==> config.mk <==
export PLATFORM = sky130hd
export DESIGN_NAME = snn_axil_cfg_responder
export DESIGN_NICKNAME = d
export VERILOG_FILES = /design/src/rtl/snn_axil_cfg_responder_pkg.sv /design/src/rtl/snn_axil_cfg_responder.sv
export SDC_FILE = /design/constraint.sdc
export NUM_CORES = 1
export LEC_CHECK = 0
export CAP_MARGIN = 20
export CORE_MARGIN = 3
export CORE_UTILIZATION = 30
export CTS_CLUSTER_SIZE = 28
export DETAILED_ROUTE_END_ITERATION = 10
export DONT_BUFFER_PORTS = 1
export PLACE_DENSITY = 0.4
export SYNTH_ARGS = -nofsm -noshare
export SYNTH_HDL_FRONTEND = slang
export SYNTH_SLANG_ARGS = --single-unit
==> constraint.sdc <==
create_clock -name S_AXI_ACLK -period 2.8 [get_ports S_AXI_ACLK]
set_clock_uncertainty 0.15 [all_clocks]
set_input_delay 0.56 -clock S_AXI_ACLK [delete_from_list [all_inputs] [get_ports S_AXI_ACLK]]
set_output_delay 0.56 -clock S_AXI_ACLK [all_outputs]
set_load 0.01 [all_outputs]
==> src/rtl/snn_axil_cfg_responder_pkg.sv <==
// Shared constants and FSM state types for the SNN host configuration responder.
// Covers the register map, AXI response codes and the target-field widths.
package snn_cfg_pkg;

    localparam logic [15:0] ADDR_CTRL     = 16'h0000;
    localparam logic [15:0] ADDR_MEM_SEL  = 16'h0004;
    localparam logic [15:0] ADDR_TARGET   = 16'h0008;
    localparam logic [15:0] ADDR_SIM_TIME = 16'h000C;
    localparam logic [15:0] ADDR_STATUS   = 16'h0010;
    localparam logic [15:0] WIN_BASE      = 16'h0100;

    localparam logic [1:0] RESP_OKAY   = 2'b00;
    localparam logic [1:0] RESP_SLVERR = 2'b10;

    localparam int LAYER_W  = 4;
    localparam int NEURON_W = 20;

    typedef enum logic {
        W_IDLE,
        W_RESP
    } wr_state_t;

    typedef enum logic [1:0] {
        R_IDLE,
        R_WIN_WAIT,
        R_RESP
    } rd_state_t;

    // The data window occupies the whole 0x01xx page.
    function automatic logic is_win(input logic [15:0] addr);
        return addr[15:8] == WIN_BASE[15:8];
    endfunction

endpackage

==> src/rtl/snn_axil_cfg_responder.sv <==
// AXI4-Lite responder for the SNN core configuration bus: small register file plus
// a 256-entry window forwarded as single-cycle strobes to the spike/synapse stores.
module snn_axil_cfg_responder
    import snn_cfg_pkg::*;
#(
    parameter int C_S_AXI_DATA_WIDTH = 32,
    parameter int C_S_AXI_ADDR_WIDTH = 16,
    parameter int WIN_RD_TIMEOUT     = 255
) (
    input  logic                            S_AXI_ACLK,
    input  logic                            S_AXI_ARESETN,
    input  logic [C_S_AXI_ADDR_WIDTH-1:0]   S_AXI_AWADDR,
    input  logic                            S_AXI_AWVALID,
    output logic                            S_AXI_AWREADY,
    input  logic [C_S_AXI_DATA_WIDTH-1:0]   S_AXI_WDATA,
    input  logic [3:0]                      S_AXI_WSTRB,
    input  logic                            S_AXI_WVALID,
    output logic                            S_AXI_WREADY,
    output logic [1:0]                      S_AXI_BRESP,
    output logic                            S_AXI_BVALID,
    input  logic                            S_AXI_BREADY,
    input  logic [C_S_AXI_ADDR_WIDTH-1:0]   S_AXI_ARADDR,
    input  logic                            S_AXI_ARVALID,
    output logic                            S_AXI_ARREADY,
    output logic [C_S_AXI_DATA_WIDTH-1:0]   S_AXI_RDATA,
    output logic [1:0]                      S_AXI_RRESP,
    output logic                            S_AXI_RVALID,
    input  logic                            S_AXI_RREADY,
    output logic [C_S_AXI_DATA_WIDTH-1:0]   ctrl_reg,
    output logic                            net_reset_pulse,
    output logic                            mem_sel,
    output logic [LAYER_W-1:0]              layer_sel,
    output logic [NEURON_W-1:0]             neuron_sel,
    output logic                            target_valid,
    output logic [C_S_AXI_DATA_WIDTH-1:0]   sim_time,
    output logic                            win_wr_en,
    output logic                            win_rd_en,
    output logic [7:0]                      win_addr,
    output logic [C_S_AXI_DATA_WIDTH-1:0]   win_wdata,
    input  logic [C_S_AXI_DATA_WIDTH-1:0]   win_rdata,
    input  logic                            win_rd_valid,
    input  logic                            status_busy,
    input  logic                            status_done,
    output logic                            dbg_wr_state,
    output logic [1:0]                      dbg_rd_state
);

    localparam int DW = C_S_AXI_DATA_WIDTH;
    localparam logic [8:0] TO_LAST = 9'(WIN_RD_TIMEOUT - 1);

    // Handshakes: a transfer happens on a rising edge where VALID and READY are both
    // high; READY may depend combinationally on VALID, VALID never waits for READY.

    wr_state_t w_state, w_next;
    rd_state_t r_state, r_next;

    logic [15:0]   aw_a, ar_a;
    logic          wr_accept, rd_accept, rd_wait;
    logic          aw_win, ar_win, aw_rw;
    logic [DW-1:0] ctrl_q, mem_sel_q, target_q, sim_time_q;
    logic [DW-1:0] reg_rdata;
    logic [1:0]    reg_rresp;
    logic [7:0]    rd_idx;
    logic [8:0]    rd_cnt;
    logic          rd_issued;
    logic          unused_ok;

    assign aw_a   = 16'(S_AXI_AWADDR);
    assign ar_a   = 16'(S_AXI_ARADDR);
    assign aw_win = is_win(aw_a);
    assign ar_win = is_win(ar_a);
    assign aw_rw  = aw_a inside {ADDR_CTRL, ADDR_MEM_SEL, ADDR_TARGET, ADDR_SIM_TIME};
    assign unused_ok = ^S_AXI_WSTRB;

    always_comb begin
        reg_rdata = '0;
        reg_rresp = RESP_OKAY;
        case (ar_a)
            ADDR_CTRL:     reg_rdata = ctrl_q;
            ADDR_MEM_SEL:  reg_rdata = mem_sel_q;
            ADDR_TARGET:   reg_rdata = target_q;
            ADDR_SIM_TIME: reg_rdata = sim_time_q;
            ADDR_STATUS:   reg_rdata = {{(DW-2){1'b0}}, status_done, status_busy};
            default:       reg_rresp = RESP_SLVERR;
        endcase
    end

    always_ff @(posedge S_AXI_ACLK or negedge S_AXI_ARESETN) begin
        if (!S_AXI_ARESETN) begin
            w_state <= W_IDLE;
            r_state <= R_IDLE;
        end else begin
            w_state <= w_next;
            r_state <= r_next;
        end
    end

    always_comb begin
        w_next       = w_state;
        wr_accept    = 1'b0;
        S_AXI_BVALID = 1'b0;
        case (w_state)
            W_IDLE: begin
                if (S_AXI_AWVALID && S_AXI_WVALID) begin
                    wr_accept = 1'b1;
                    w_next    = W_RESP;
                end
            end
            W_RESP: begin
                S_AXI_BVALID = 1'b1;
                if (S_AXI_BREADY) w_next = W_IDLE;
            end
            default: w_next = W_IDLE;
        endcase
    end

    assign S_AXI_AWREADY = wr_accept;
    assign S_AXI_WREADY  = wr_accept;
    assign win_wr_en     = wr_accept && aw_win;

    // A pending window read yields the shared port to a write issued the same cycle.
    always_comb begin
        r_next       = r_state;
        rd_accept    = 1'b0;
        rd_wait      = 1'b0;
        win_rd_en    = 1'b0;
        S_AXI_RVALID = 1'b0;
        case (r_state)
            R_IDLE: begin
                if (S_AXI_ARVALID) begin
                    rd_accept = 1'b1;
                    r_next    = ar_win ? R_WIN_WAIT : R_RESP;
                end
            end
            R_WIN_WAIT: begin
                win_rd_en = !rd_issued && !win_wr_en;
                rd_wait   = rd_issued || win_rd_en;
                if (rd_wait && (win_rd_valid || rd_cnt == TO_LAST)) r_next = R_RESP;
            end
            R_RESP: begin
                S_AXI_RVALID = 1'b1;
                if (S_AXI_RREADY) r_next = R_IDLE;
            end
            default: r_next = R_IDLE;
        endcase
    end

    assign S_AXI_ARREADY = rd_accept;
    assign win_addr      = win_wr_en ? aw_a[7:0] : (win_rd_en ? rd_idx : 8'h00);
    assign win_wdata     = win_wr_en ? S_AXI_WDATA : '0;

    always_ff @(posedge S_AXI_ACLK or negedge S_AXI_ARESETN) begin
        if (!S_AXI_ARESETN) begin
            ctrl_q          <= '0;
            mem_sel_q       <= '0;
            target_q        <= '0;
            sim_time_q      <= '0;
            net_reset_pulse <= 1'b0;
            S_AXI_BRESP     <= RESP_OKAY;
            S_AXI_RDATA     <= '0;
            S_AXI_RRESP     <= RESP_OKAY;
            rd_idx          <= '0;
            rd_cnt          <= '0;
            rd_issued       <= 1'b0;
        end else begin
            net_reset_pulse <= 1'b0;
            if (wr_accept) begin
                S_AXI_BRESP <= (aw_win || aw_rw) ? RESP_OKAY : RESP_SLVERR;
                case (aw_a)
                    ADDR_CTRL: begin
                        ctrl_q          <= S_AXI_WDATA;
                        net_reset_pulse <= S_AXI_WDATA[0];
                    end
                    ADDR_MEM_SEL:  mem_sel_q  <= S_AXI_WDATA;
                    ADDR_TARGET:   target_q   <= S_AXI_WDATA;
                    ADDR_SIM_TIME: sim_time_q <= S_AXI_WDATA;
                    default: ;
                endcase
            end
            // Register reads sample here, so a same-edge write is not yet visible.
            if (rd_accept) begin
                rd_idx    <= ar_a[7:0];
                rd_cnt    <= '0;
                rd_issued <= 1'b0;
                if (!ar_win) begin
                    S_AXI_RDATA <= reg_rdata;
                    S_AXI_RRESP <= reg_rresp;
                end
            end
            if (win_rd_en) rd_issued <= 1'b1;
            if (rd_wait) begin
                if (win_rd_valid) begin
                    S_AXI_RDATA <= win_rdata;
                    S_AXI_RRESP <= RESP_OKAY;
                end else if (rd_cnt == TO_LAST) begin
                    S_AXI_RDATA <= '0;
                    S_AXI_RRESP <= RESP_SLVERR;
                end else begin
                    rd_cnt <= rd_cnt + 9'd1;
                end
            end
        end
    end

    assign ctrl_reg     = ctrl_q;
    assign mem_sel      = mem_sel_q[0];
    assign layer_sel    = target_q[31:28];
    assign neuron_sel   = target_q[27:8];
    assign target_valid = target_q[0];
    assign sim_time     = sim_time_q;
    assign dbg_wr_state = w_state;
    assign dbg_rd_state = r_state;

endmodule

==> results of run 1 <==
[worst min-delay path by stage]
| stage | cells after the start | slack (ns) | start | end |
|---|---|---|---|---|
| CTS | 0 | -0.36 | S_AXI_ARESETN | rd_idx[0]$_DFFE_PN0P_ |
| detailed placement | 0 | 0.12 | S_AXI_ARESETN | rd_idx[0]$_DFFE_PN0P_ |
| floorplan | 0 | 0.11 | S_AXI_ARESETN | S_AXI_BRESP[1]$_DFFE_PN0P_ |
| finish | 0 | -0.33 | S_AXI_ARESETN | rd_idx[0]$_DFFE_PN0P_ |
| global placement | 0 | 0.12 | S_AXI_ARESETN | rd_idx[0]$_DFFE_PN0P_ |
| global route | 0 | -0.37 | S_AXI_ARESETN | rd_idx[0]$_DFFE_PN0P_ |
[through the flow]
stage	instance area (um2)	TNS (ns)	std cells	total power [W]
3_3_place_gp	9300	0	1005	0.00293
3_5_place_dp	9300	0	1005	0.00293
5_1_grt	9890	-0.190	1037	0.00552
4_1_cts	9890	0	1037	0.00539
6_report	9900	0	1038	0.00529
2_1_floorplan	9000	0	665	0.00290
[area by class of cell]
| cell class | instances | area, um2 | area share |
|---|---|---|---|
| Tap cell | 384 | 480 | 0.0486 |
| Multi-Input combinational cell | 408 | 3940 | 0.398 |
| Inverter | 7 | 26.3 | 0.00266 |
| Clock buffer | 18 | 429 | 0.0434 |
| Clock inverter | 14 | 154 | 0.0156 |
| Antenna cell | 1 | 2.50 | 0.000253 |
| Timing Repair Buffer | 21 | 236 | 0.0239 |
| Sequential cell | 185 | 4630 | 0.468 |
[power breakdown]
group	internal [W]	switching (W)
logic	0.0000638	0.0000869
clock network	0.00120	0.00122
registers	0.00270	0.0000217
[cell families (layout without fill, tap and decap cells)]
family,Yosys count,count (layout),share of synthesized area
and+or+nand+nor,171,171,0.111
muxes,161,161,0.255
xor gates and xnor gates,2,2,0.00195
DFF,185,185,0.514
buffers and inverters,72,60,0.0516
other,1,2,0.000417
AOI/OAI and AO/OA,71,71,0.0633
adders and majority gates,2,2,0.00278
[critical path, stage by stage, from the launching register on]
cell,delay [ns]
dfrtp_1,0.39
inv_1,0.07
nand3_1,0.16
inv_2,0.14
nand3_4,0.15
nor2_4,0.18
buf_12,0.20
nand2_1,0.07
o21ai_1,0.18
[per-layer routing]
| metal | vias to the layer above | track usage | wire (um) |
|---|---|---|---|
| li1 | 2344 | - | - |
| met1 | 2896 | 0.197 | 10900 |
| met2 | 211 | 0.277 | 12700 |
| met3 | 15 | 0.0606 | 2310 |
| met4 | 0 | 0.0325 | 212 |
| met5 | - | 0 | 0 |
[synth_stat cells (all sizes together)]
library cell | number | area, um2
nor3 | 8 | 50.1
dfrtp | 185 | 4630
nand2 | 54 | 203
o311ai | 2 | 17.5
a31o | 1 | 8.76
xor2 | 2 | 17.5
nor2b | 2 | 12.5
nor4b | 1 | 23.8
and4b | 1 | 10.0
a311o | 1 | 10.0
mux2 | 129 | 1600
a311oi | 3 | 26.3
mux2i | 2 | 20.0
nand3b | 4 | 30.0
a22o | 2 | 17.5
nor3b | 1 | 7.51
a221o | 30 | 300
nand3 | 7 | 47.6
clkbuf | 14 | 52.6
or4b | 1 | 10.0
a21oi | 6 | 33.8
and2 | 65 | 407
mux4 | 30 | 676
nor4 | 6 | 82.6
a21o | 2 | 15.0
nand2b | 2 | 12.5
and4 | 2 | 18.8
inv | 7 | 26.3
o41ai | 1 | 8.76
o211ai | 2 | 15.0
a211oi | 1 | 7.51
conb | 1 | 3.75
or2 | 1 | 6.26
o21a | 1 | 7.51
buf | 51 | 385
nand4 | 4 | 25.0
o22ai | 1 | 6.26
o31ai | 2 | 15.0
nor2 | 11 | 41.3
or4 | 1 | 7.51
ha | 2 | 25.0
o21ai | 16 | 80.1
[repair_timing]
action,in CTS,in global routing
setup endpoints to repair,3,41
hold endpoints to repair,185,185
gates resized for setup,1,3
==> impl_summary.log, run 1 <==
[metrics] total count of max-transition violations in the final report: 0
[metrics] CP Data Arrival Time: approximately 2 ns
[metrics] Worst Path Max Fanout: 32
[metrics] Die H: 179 um
[metrics] largest net degree at the start of global routing: around 190
[metrics] clock transition at the register clock pins on the worst setup and hold paths after CTS: ~0.080 ns
[metrics] Net Count, Synth: a little under 800
[metrics] number of levels in the clock H-tree: 4
[metrics] clk_lat worst skew: between 0.4 and 0.5 ns
[metrics] Critical Path Sink: win_addr[3]
[metrics] die boundary width: 179 um
[metrics] number of maximum-capacitance constraint violations: 0
[metrics] Finished Core Util: 0.339
[metrics] via count: around 5500
[metrics] Worst R2R Setup Slack: ~0.28 ns
[metrics] effective utilization at floorplan: 0.309
[metrics] Max-slew headroom: 0.631
[metrics] maximum frequency from static timing analysis: around 0.37 GHz
[metrics] minimum period implied by the final worst setup slack: 2.67 ns
[metrics] Die Area: about 32000 um2
[metrics] global-route wire length before repair: around 39000 um
[metrics] number of buffers created by CTS: 17
[metrics] clk sinks: ~190
[metrics] detailed-routing iteration count for the pre-antenna-repair pass: 4
[metrics] number of antenna violations at the first check in global routing: 1
[metrics] Post-Synthesis Cells: between 600 and 700
[metrics] capture instance of the worst register-to-register path: rd_cnt[5]$_DFF_PN0_
[metrics] average cell area after synthesis: between 10 and 15 um2
[metrics] Routed WL: roughly 26000 um
[metrics] cells on worst reg2reg path: 7
[metrics] type of the setup path with the least slack: reg -> out
[metrics] class of the tightest hold or removal check: in -> async
[metrics] worst ir drop on vdd: 0.000324 V
[metrics] transition time at the pin with the least slew margin: around 0.55 ns
[metrics] Area Overhead vs Synth: 9.97%
[metrics] CTS tree: done
[metrics] power per unit of standard cell area: 535 nW/um2
[metrics] worst slack on hold paths: -0.333 ns
[metrics] minimum setup slack after placement: between 0.1 and 0.15 ns
[metrics] detailed placer's ending HPWL: around 17000 um
[metrics] drt drc: 0
[metrics] total I/O pin count: around 290
[metrics] post-route ant nets: 0
[metrics] gpl congestion: 0.737
[metrics] Static Leak: 4.55 nW
[metrics] filler instances: between 2000 and 3000
[metrics] Period Utilization, post-route: 0.953
[metrics] leading cell type in the layout, fill and taps excluded: dfrtp_1
[metrics] routed length per placed instance: 25.1 um
[metrics] commonest cells after routing, fill and taps aside: 185 x dfrtp_1, 86 x mux2_2, 54 x and2_1
[metrics] RSZ-0062 raised after global routing: yes
[metrics] startpoint class of the critical path: flip-flop
[metrics] result of the run: complete, but fails checks
[metrics] Std-Cell Rows: between 60 and 70
[metrics] library cells used by synthesis: 53
[metrics] Port Buffer Count: 0
[metrics] gr ovfl total: 0
[metrics] number of global-route vias before repair: between 6000 and 7000
[metrics] Worst setup EP type: output port
[metrics] final net count: 752
[metrics] postcts setup bufs: 0
[metrics] number of flip-flops and latches in the synthesized netlist: between 150 and 200
[metrics] launching point of the worst reg2reg path: rd_cnt[0]$_DFF_PN0_
[metrics] worst setup path start: dbg_wr_state$_DFF_PN0_
[metrics] layout cells sized above 1: 0.343
[metrics] cell area after synthesis: around 9000 um2
[metrics] post-detailed-route via-to-cell ratio: roughly 5.3
[metrics] final hold violation count: between 150 and 200
[metrics] Total Routing Usage GR: 0.162
[metrics] number of buffers between clock root and the deepest sink: 2
[metrics] crit path setup slack, layout: 0.130 ns
[metrics] failing checks: hold timing
[metrics] number of violations reported at the end of detailed-routing iteration 0: between 200 and 250
[metrics] final count of negative-setup-slack endpoints: 0
[metrics] fraction of the yosys area taken by sequential cells: 0.514
[metrics] total number of yosys warnings: 0
[metrics] critical path data required time: ~2.1 ns
[metrics] total core area: 29200 um2
[metrics] root buffer cell: clkbuf_16
Note: power is estimated with default switching activity, not from simulation.
==> inputs of run 2 (changes only) <==
--- a/config.mk
+++ b/config.mk
@@ -5,13 +5,15 @@
 export SDC_FILE = /design/constraint.sdc
 export NUM_CORES = 1
 export LEC_CHECK = 0
+export BUFFER_PORTS_ARGS = -buffer_cell sky130_fd_sc_hd__buf_4
 export CAP_MARGIN = 20
 export CORE_MARGIN = 3
 export CORE_UTILIZATION = 30
+export CTS_CLUSTER_DIAMETER = 120
 export CTS_CLUSTER_SIZE = 28
 export DETAILED_ROUTE_END_ITERATION = 10
-export DONT_BUFFER_PORTS = 1
-export PLACE_DENSITY = 0.4
+export PLACE_DENSITY = 0.48
+export SETUP_SLACK_MARGIN = 0.2
 export SYNTH_ARGS = -nofsm -noshare
 export SYNTH_HDL_FRONTEND = slang
 export SYNTH_SLANG_ARGS = --single-unit
==> impl_summary.log, run 2 (synthesized netlist as in run 1, its figures left out) <==
[metrics] result of the run: finished clean
[metrics] met2 Use GR: 0.278 (about the same)
[metrics] maximum frequency from static timing analysis: 0.387 GHz (+3.2%)
[metrics] critical-path cell with the highest stage delay: dfrtp_1
[metrics] Sum Neg Setup Slack: 0 ns (unchanged)
[metrics] post-route ant nets: 0 (unchanged)
[metrics] Worst Path Max Fanout: 8 (-75%)
[metrics] leading cell type in the layout, fill and taps excluded: buf_4
[metrics] cells on worst reg2reg path: 8 (+1)
[metrics] Die H: 179 um (unchanged)
[metrics] number of levels in the clock H-tree: 4 (unchanged)
[metrics] Worst R2R Setup Slack: 0.45 ns (+0.17 ns)
[metrics] drt drc: 0 (unchanged)
[metrics] detailed-routing iteration count for the pre-antenna-repair pass: 4 (unchanged)
[metrics] critical path data required time: 2.09 ns (about the same)
[metrics] Routed WL: 28100 um (+7.7%)
[metrics] root buffer cell: clkbuf_16
[metrics] number of antenna violations at the first check in global routing: 1 (unchanged)
[metrics] clk sinks: 185 (unchanged)
[metrics] worst setup path start: dbg_wr_state$_DFF_PN0_
[metrics] number of violations reported at the end of detailed-routing iteration 0: 297 (+29%)
[metrics] startpoint class of the critical path: flip-flop
[metrics] gr ovfl total: 0 (unchanged)
[metrics] Die Area: 32100 um2 (unchanged)
[metrics] minimum period implied by the final worst setup slack: 2.59 ns (-0.0836 ns)
[metrics] CP Data Arrival Time: 1.88 ns (-0.08 ns)
[metrics] number of buffers created by CTS: 17 (unchanged)
[metrics] commonest cells after routing, fill and taps aside: 301 x buf_4, 185 x dfrtp_1, 86 x mux2_2
[metrics] Design Area, Final: 12400 um2 (+25%)
[metrics] Worst setup EP type: output port
[metrics] worst slack on hold paths: 0.151 ns (+0.484 ns)
[metrics] post-detailed-route via-to-cell ratio: 4.76 (-9.5%)
[metrics] Area after DPL: 11500 um2 (+24%)
[metrics] filler instances: 2841 (-1.3%)
[metrics] type of the setup path with the least slack: reg -> out
[metrics] number of maximum-capacitance constraint violations: 0 (unchanged)
[metrics] cells along the critical path: inv_2, nand3_4, inv_4, nand3_4, nor2_4, buf_4, buf_12, buf_16, and2_1, buf_4
[metrics] power per unit of standard cell area: 454 nW/um2 (-15%)
[metrics] Port Buffer Count: 281 (+281)
[metrics] detailed placer's ending HPWL: 18900 um (+9.4%)
[metrics] crit path setup slack, layout: 0.214 ns (+0.0836 ns)
[metrics] gpl congestion: 0.735 (-0.28%)
[metrics] class of the tightest hold or removal check: in -> reg
[metrics] via count: 6374 (+17%)
[metrics] die boundary width: 179 um (unchanged)
[metrics] CTS tree: done
[metrics] transition time at the pin with the least slew margin: 0.568 ns (+0.0190 ns)
[metrics] routed length per placed instance: 21.0 um (-16%)
[metrics] final net count: 1052 (+40%)
[metrics] launching point of the worst reg2reg path: rd_cnt[0]$_DFF_PN0_
[metrics] Period Utilization, post-route: 0.924 (-0.0299)
[metrics] power after layout: 0.00561 W (+5.9%)
[metrics] Max-slew headroom: 0.621 (-0.0102)
[metrics] total count of max-transition violations in the final report: 0 (unchanged)
[metrics] clk_lat worst skew: 0.43 ns (about the same)
[metrics] RSZ-0062 raised after global routing: yes
[metrics] largest net degree at the start of global routing: 64 (-66%)
[metrics] worst ir drop on vdd: 0.000295 V (-9.2%)
[metrics] capture instance of the worst register-to-register path: S_AXI_RDATA[20]$_DFF_PN0_
[metrics] peak per-stage delay on the critical path: 0.40 ns (about the same)
[metrics] effective utilization at floorplan: 0.309 (unchanged)
[metrics] met3 layer usage reported by global route: 0.0512 (-0.00932)
[metrics] total core area: 29200 um2 (unchanged)
[metrics] final count of negative-setup-slack endpoints: 0 (unchanged)
[metrics] Total Routing Usage GR: 0.173 (+0.0105)
[metrics] Std-Cell Rows: 62 (unchanged)
[metrics] final hold violation count: 0 (-100%)
[metrics] number of global-route vias before repair: 6675 (+9.9%)
[metrics] Area Overhead vs Synth: 37.3%
[metrics] busiest layer in global routing: met2
[metrics] layout cells sized above 1: 0.555 (+0.212)
[metrics] met1 demand-to-capacity share in global routing: 0.233 (+0.0355)
[metrics] number of buffers between clock root and the deepest sink: 2 (unchanged)
[metrics] global-route wire length before repair: 41900 um (+8.6%)
[metrics] clock transition at the register clock pins on the worst setup and hold paths after CTS: 0.08 ns (about the same)
[metrics] Critical Path Sink: win_wdata[21]
[metrics] Static Leak: 6.17 nW (+36%)
[metrics] total I/O pin count: 287 (unchanged)
[metrics] minimum setup slack after placement: 0.0927 ns (-0.0410 ns)
[run 2: timing repair]
action                                  4_1_cts  5_1_grt
resized for setup                             9        7
setup buffers                                 7        2
endpoints found under the setup margin       42       42
hold buffers                                  1        0
hold endpoints to repair                     29        0
cloned                                        2        1
pin swaps                                     3        1
[run 2: layout make-up]
type / count / area [um2] / area share
multi-input cells: 408 / 3960 / 0.321
inverters: 7 / 28.8 / 0.00233
well taps: 384 / 480 / 0.0389
clock inverters: 14 / 156 / 0.0127
flip-flops and latches: 185 / 4630 / 0.375
diodes: 1 / 2.50 / 0.000203
repair buffers: 321 / 2660 / 0.215
clock buffers: 18 / 439 / 0.0356
[run 2: power by group]
| group | switching (W) | internal (W) |
|---|---|---|
| Combinational | 0.000242 | 0.000196 |
| Clock | 0.00122 | 0.00123 |
| Sequential | 0.0000201 | 0.00270 |
| Total | 0.00148 | 0.00412 |
[run 2: worst min-delay path by stage]
| stage | start | to | slack [ns] | cells after the start |
|---|---|---|---|---|
| detailed placement | rd_idx[6]$_DFFE_PN0P_ | rd_idx[6]$_DFFE_PN0P_ | 0.31 | 2 |
| floorplan | S_AXI_ARESETN | S_AXI_BRESP[1]$_DFFE_PN0P_ | 0.11 | 0 |
| CTS | S_AXI_BREADY | dbg_wr_state$_DFF_PN0_ | 0.13 | 2 |
| finish | S_AXI_BREADY | dbg_wr_state$_DFF_PN0_ | 0.15 | 2 |
| global route | S_AXI_BREADY | dbg_wr_state$_DFF_PN0_ | 0.16 | 2 |
| global placement | rd_idx[5]$_DFFE_PN0P_ | rd_idx[5]$_DFFE_PN0P_ | 0.31 | 2 |
[run 2: routing by layer]
layer  routed length, um  part of all wire  up-vias
met5                   0                 0        -
met3                2040             0.073       13
li1                    -                 -     2947
met1               12600              0.45     3210
met4                 273            0.0097        0
met2               13200              0.47      204
[run 2: stage by stage]
step / util / std cells
floorplan: - / 665
global placement: 0.396 / 1292
detailed placement: 0.396 / 1292
CTS: 0.421 / 1334
global route: 0.423 / 1338
finish: 0.423 / 1338
[run 2: critical path: cells and delay by family, from the launching register on]
family | cells | cell delay, ns
flip-flops | 1 | 0.40
buffers and inverters | 6 | 0.65
AND/OR/NAND/NOR | 4 | 0.40
==> inputs of run 3 (changes only) <==
--- a/config.mk
+++ b/config.mk
@@ -5,12 +5,13 @@
 export SDC_FILE = /design/constraint.sdc
 export NUM_CORES = 1
 export LEC_CHECK = 0
+export ABC_AREA = 1
 export BUFFER_PORTS_ARGS = -buffer_cell sky130_fd_sc_hd__buf_4
 export CAP_MARGIN = 20
 export CORE_MARGIN = 3
 export CORE_UTILIZATION = 30
 export CTS_CLUSTER_DIAMETER = 120
-export CTS_CLUSTER_SIZE = 28
+export CTS_CLUSTER_SIZE = 40
 export DETAILED_ROUTE_END_ITERATION = 10
 export PLACE_DENSITY = 0.48
 export SETUP_SLACK_MARGIN = 0.2
==> impl_summary.log, run 3 <==
[metrics] Total Routing Usage GR: 0.193 (+0.0202)
[metrics] antenna fix cells: 0 (-1)
[metrics] routed length per placed instance: 17.1 um (-19%)
[metrics] Net Sw Power: 0.00235 W (+59%)
[metrics] Yosys top cell area share: 0.506 (-0.00893)
[metrics] net switching fraction of the power: 0.325 (+0.0599)
[metrics] transition time at the pin with the least slew margin: 1.05 ns (+0.486 ns)
[metrics] CTS tree: done
[metrics] count of flip-flops with a built-in enable after synthesis: 0 (unchanged)
[metrics] effective utilization at floorplan: 0.307 (-0.00198)
[metrics] RSZ-0062 raised after global routing: yes
[metrics] minimum period implied by the final worst setup slack: 2.53 ns (-0.0533 ns)
[metrics] Seq pwr share: 0.440 (-0.046)
[metrics] die boundary width: 181 um (+0.85%)
[metrics] Worst R2R Setup Slack: 0.51 ns (+0.06 ns)
[metrics] number of maximum-capacitance constraint violations: 0 (unchanged)
[metrics] leading cell type in the layout, fill and taps excluded: nand2_1
[metrics] top-count cell post-synth: nand2_1
[metrics] Worst setup EP type: output port
[metrics] clk sinks: 185 (unchanged)
[metrics] total core area: 29900 um2 (+2.4%)
[metrics] CP Data Arrival Time: 1.82 ns (-0.06 ns)
[metrics] Static Leak: 6.41 nW (+3.9%)
[metrics] cell type with the largest total area after synthesis: dfrtp_1
[metrics] clk_lat worst skew: 0.43 ns (about the same)
[metrics] class of the tightest hold or removal check: in -> reg
[metrics] root buffer cell: clkbuf_16
[metrics] cells on worst reg2reg path: 8 (unchanged)
[metrics] Comb power frac: 0.232 (+0.154)
[metrics] launching point of the worst reg2reg path: dbg_wr_state$_DFF_PN0_
[metrics] ranking of synthesized cells by instance count: 427 x nand2_1, 185 x dfrtp_1, 122 x nand3_1
[metrics] final count of negative-setup-slack endpoints: 0 (unchanged)
[metrics] cell area after synthesis: 9160 um2 (+1.8%)
[metrics] multi-input logic area: 3790 um2 (-4.3%)
[metrics] Die H: 181 um (+0.85%)
[metrics] Period Utilization, post-route: 0.905 (-0.0190)
[metrics] gpl congestion: 0.789 (+7.4%)
[metrics] fraction of the yosys area taken by sequential cells: 0.506 (-0.00893)
[metrics] power per unit of standard cell area: 588 nW/um2 (+29%)
[metrics] Routed WL: 31500 um (+12%)
[metrics] global-route wire length before repair: 49900 um (+19%)
[metrics] Area Overhead vs Synth: 34.7%
[metrics] layout cells sized above 1: 0.265 (-0.290)
[metrics] share of flip-flops with an asynchronous set or reset after synthesis: 1.00 (unchanged)
[metrics] Post-Synthesis Cells: 1193 (+79%)
[metrics] number of flip-flops and latches in the synthesized netlist: 185 (unchanged)
[metrics] number of buffers created by CTS: 17 (unchanged)
[metrics] startpoint class of the critical path: input port
[metrics] filler instances: 3088 (+8.7%)
[metrics] Worst Path Max Fanout: 10 (+2)
[metrics] number of buffers between clock root and the deepest sink: 2 (unchanged)
[metrics] Critical Path Sink: win_wdata[2]
[metrics] final hold violation count: 0 (unchanged)
[metrics] drt drc: 0 (unchanged)
[metrics] largest net degree at the start of global routing: 65 (+1.6%)
[metrics] maximum frequency from static timing analysis: 0.395 GHz (+2.1%)
[metrics] critical path data required time: 2.09 ns (about the same)
[metrics] clock transition at the register clock pins on the worst setup and hold paths after CTS: 0.09 ns (about the same)
[metrics] power after layout: 0.00725 W (+29%)
[metrics] Max-slew headroom: 0.295 (-0.326)
[metrics] type of the setup path with the least slack: in -> out
[metrics] total I/O pin count: 287 (unchanged)
[metrics] number of global-route vias before repair: 8558 (+28%)
[metrics] worst ir drop on vdd: 0.000362 V (+23%)
[metrics] worst setup path start: S_AXI_AWADDR[15]
[metrics] capture instance of the worst register-to-register path: S_AXI_RDATA[16]$_DFF_PN0_
[metrics] total number of yosys warnings: 0 (unchanged)
[metrics] post-route ant nets: 0 (unchanged)
[metrics] area taken by flip-flops and latches: 4630 um2 (about the same)
[metrics] result of the run: finished clean
[metrics] commonest cells after routing, fill and taps aside: 425 x nand2_1, 311 x buf_4, 184 x dfrtp_1
[metrics] Sum Neg Setup Slack: 0 ns (unchanged)
[metrics] Port Buffer Count: 281 (unchanged)
[metrics] number of violations reported at the end of detailed-routing iteration 0: 580 (+95%)
[metrics] number of levels in the clock H-tree: 4 (unchanged)
[metrics] via count: 8631 (+35%)
[metrics] number of antenna violations at the first check in global routing: 0 (-1)
[metrics] post-detailed-route via-to-cell ratio: 4.68 (-1.8%)
[metrics] library cells used by synthesis: 27 (-49%)
[metrics] part of the power in the clock network: 0.328 (-0.108)
[metrics] Die Area: 32700 um2 (+1.7%)
[metrics] gr ovfl total: 0 (unchanged)
[metrics] detailed-routing iteration count for the pre-antenna-repair pass: 5 (+1)
[metrics] Net Count, Synth: 1305 (+68%)
[metrics] final net count: 1554 (+48%)
[metrics] Std-Cell Rows: 63 (+1.6%)
[metrics] total count of max-transition violations in the final report: 0 (unchanged)
[metrics] average cell area after synthesis: 7.68 um2 (-43%)
[metrics] commonest register cell after synthesis: dfrtp_1
[metrics] detailed placer's ending HPWL: 21600 um (+15%)
[metrics] cell-internal power: 0.00490 W (+19%)
[metrics] cell types with the largest area share after synthesis: dfrtp_1 51%, nand2_1 18%, nand3_1 6.7%
run 3: layout make-up:
cell class / instances / share of cell area
clock inverter: 13 / 0.0106
timing repair buffer: 322 / 0.207
sequential: 185 / 0.375
tap: 390 / 0.0396
clock buffer: 19 / 0.0351
inverter: 82 / 0.0254
multi-input combinational: 834 / 0.307
run 3: power by group through the flow:
stage	clock, W	sequential (W)	combinational, W
after floorplan	0	0.00331	0.000703
after global placement	0	0.00323	0.00168
after detailed placement	0	0.00324	0.00169
after CTS	0.00245	0.00319	0.00170
after global routing	0.00257	0.00323	0.00190
final	0.00238	0.00319	0.00168
run 3: metrics by stage:
step	util	std cells	setup slack (ns)	hold slack [ns]	area, um2
2_1_floorplan	-	1193	0.344	0.114	9160
3_3_place_gp	0.389	1805	0.178	0.317	11600
3_5_place_dp	0.389	1805	0.142	0.319	11600
4_1_cts	0.411	1839	0.206	0.150	12300
5_1_grt	0.413	1845	0.186	0.152	12300
6_report	0.413	1845	0.267	0.164	12300
run 3: cells by family (layout without fill, tap and decap cells):
group           Yosys count  in the layout  share of synthesized area
xor+xnor                  3              3                    0.00287
buf+inv                 174            436                     0.0896
other cells               1              1                   0.000409
simple gates            671            671                      0.312
fa+ha+maj                 2              2                    0.00273
compound gates          157            157                     0.0865
flops                   185            185                      0.506
run 3: worst min-delay path by stage:
stage                               startpoint                    endpoint  slack, ns  cells past startpoint
CTS                              win_rdata[24]   S_AXI_RDATA[24]$_DFF_PN0_       0.15                      3
finish                           win_rdata[26]   S_AXI_RDATA[26]$_DFF_PN0_       0.16                      3
floorplan                        S_AXI_ARESETN  S_AXI_BRESP[1]$_DFFE_PN0P_       0.11                      0
global route                     win_rdata[26]   S_AXI_RDATA[26]$_DFF_PN0_       0.15                      3
detailed placement       rd_idx[0]$_DFFE_PN0P_       rd_idx[0]$_DFFE_PN0P_       0.32                      2
global placement    S_AXI_BRESP[1]$_DFFE_PN0P_  S_AXI_BRESP[1]$_DFFE_PN0P_       0.32                      2
run 3: metal layers:
| layer | vias up | share of wire | GRT usage |
|---|---|---|---|
| met3 | 15 | 0.049 | 0.0387 |
| li1 | 4321 | - | - |
| met4 | 0 | 0.0083 | 0.0396 |
| met2 | 212 | 0.48 | 0.318 |
| met5 | - | 0 | 0 |
| met1 | 4083 | 0.47 | 0.266 |
run 3: worst max-delay path, stage by stage:
cell     delay (ns)
buf_4          0.11
nor2_1         0.12
nand2_2        0.09
nor2_4         0.12
inv_2          0.06
nor2_4         0.13
inv_6          0.08
buf_12         0.16
buf_4          0.16
nor2_1         0.09
buf_4          0.13
run 3: repair_timing:
item                                    in CTS  in global routing
cloned                                       1                  0
endpoints found under the setup margin      10                 32
pin swaps                                    2                  3
hold buffers                                 1                  0
endpoints found under the hold margin       34                  0
setup buffers                                0                  6
gates resized for setup                      6                  8
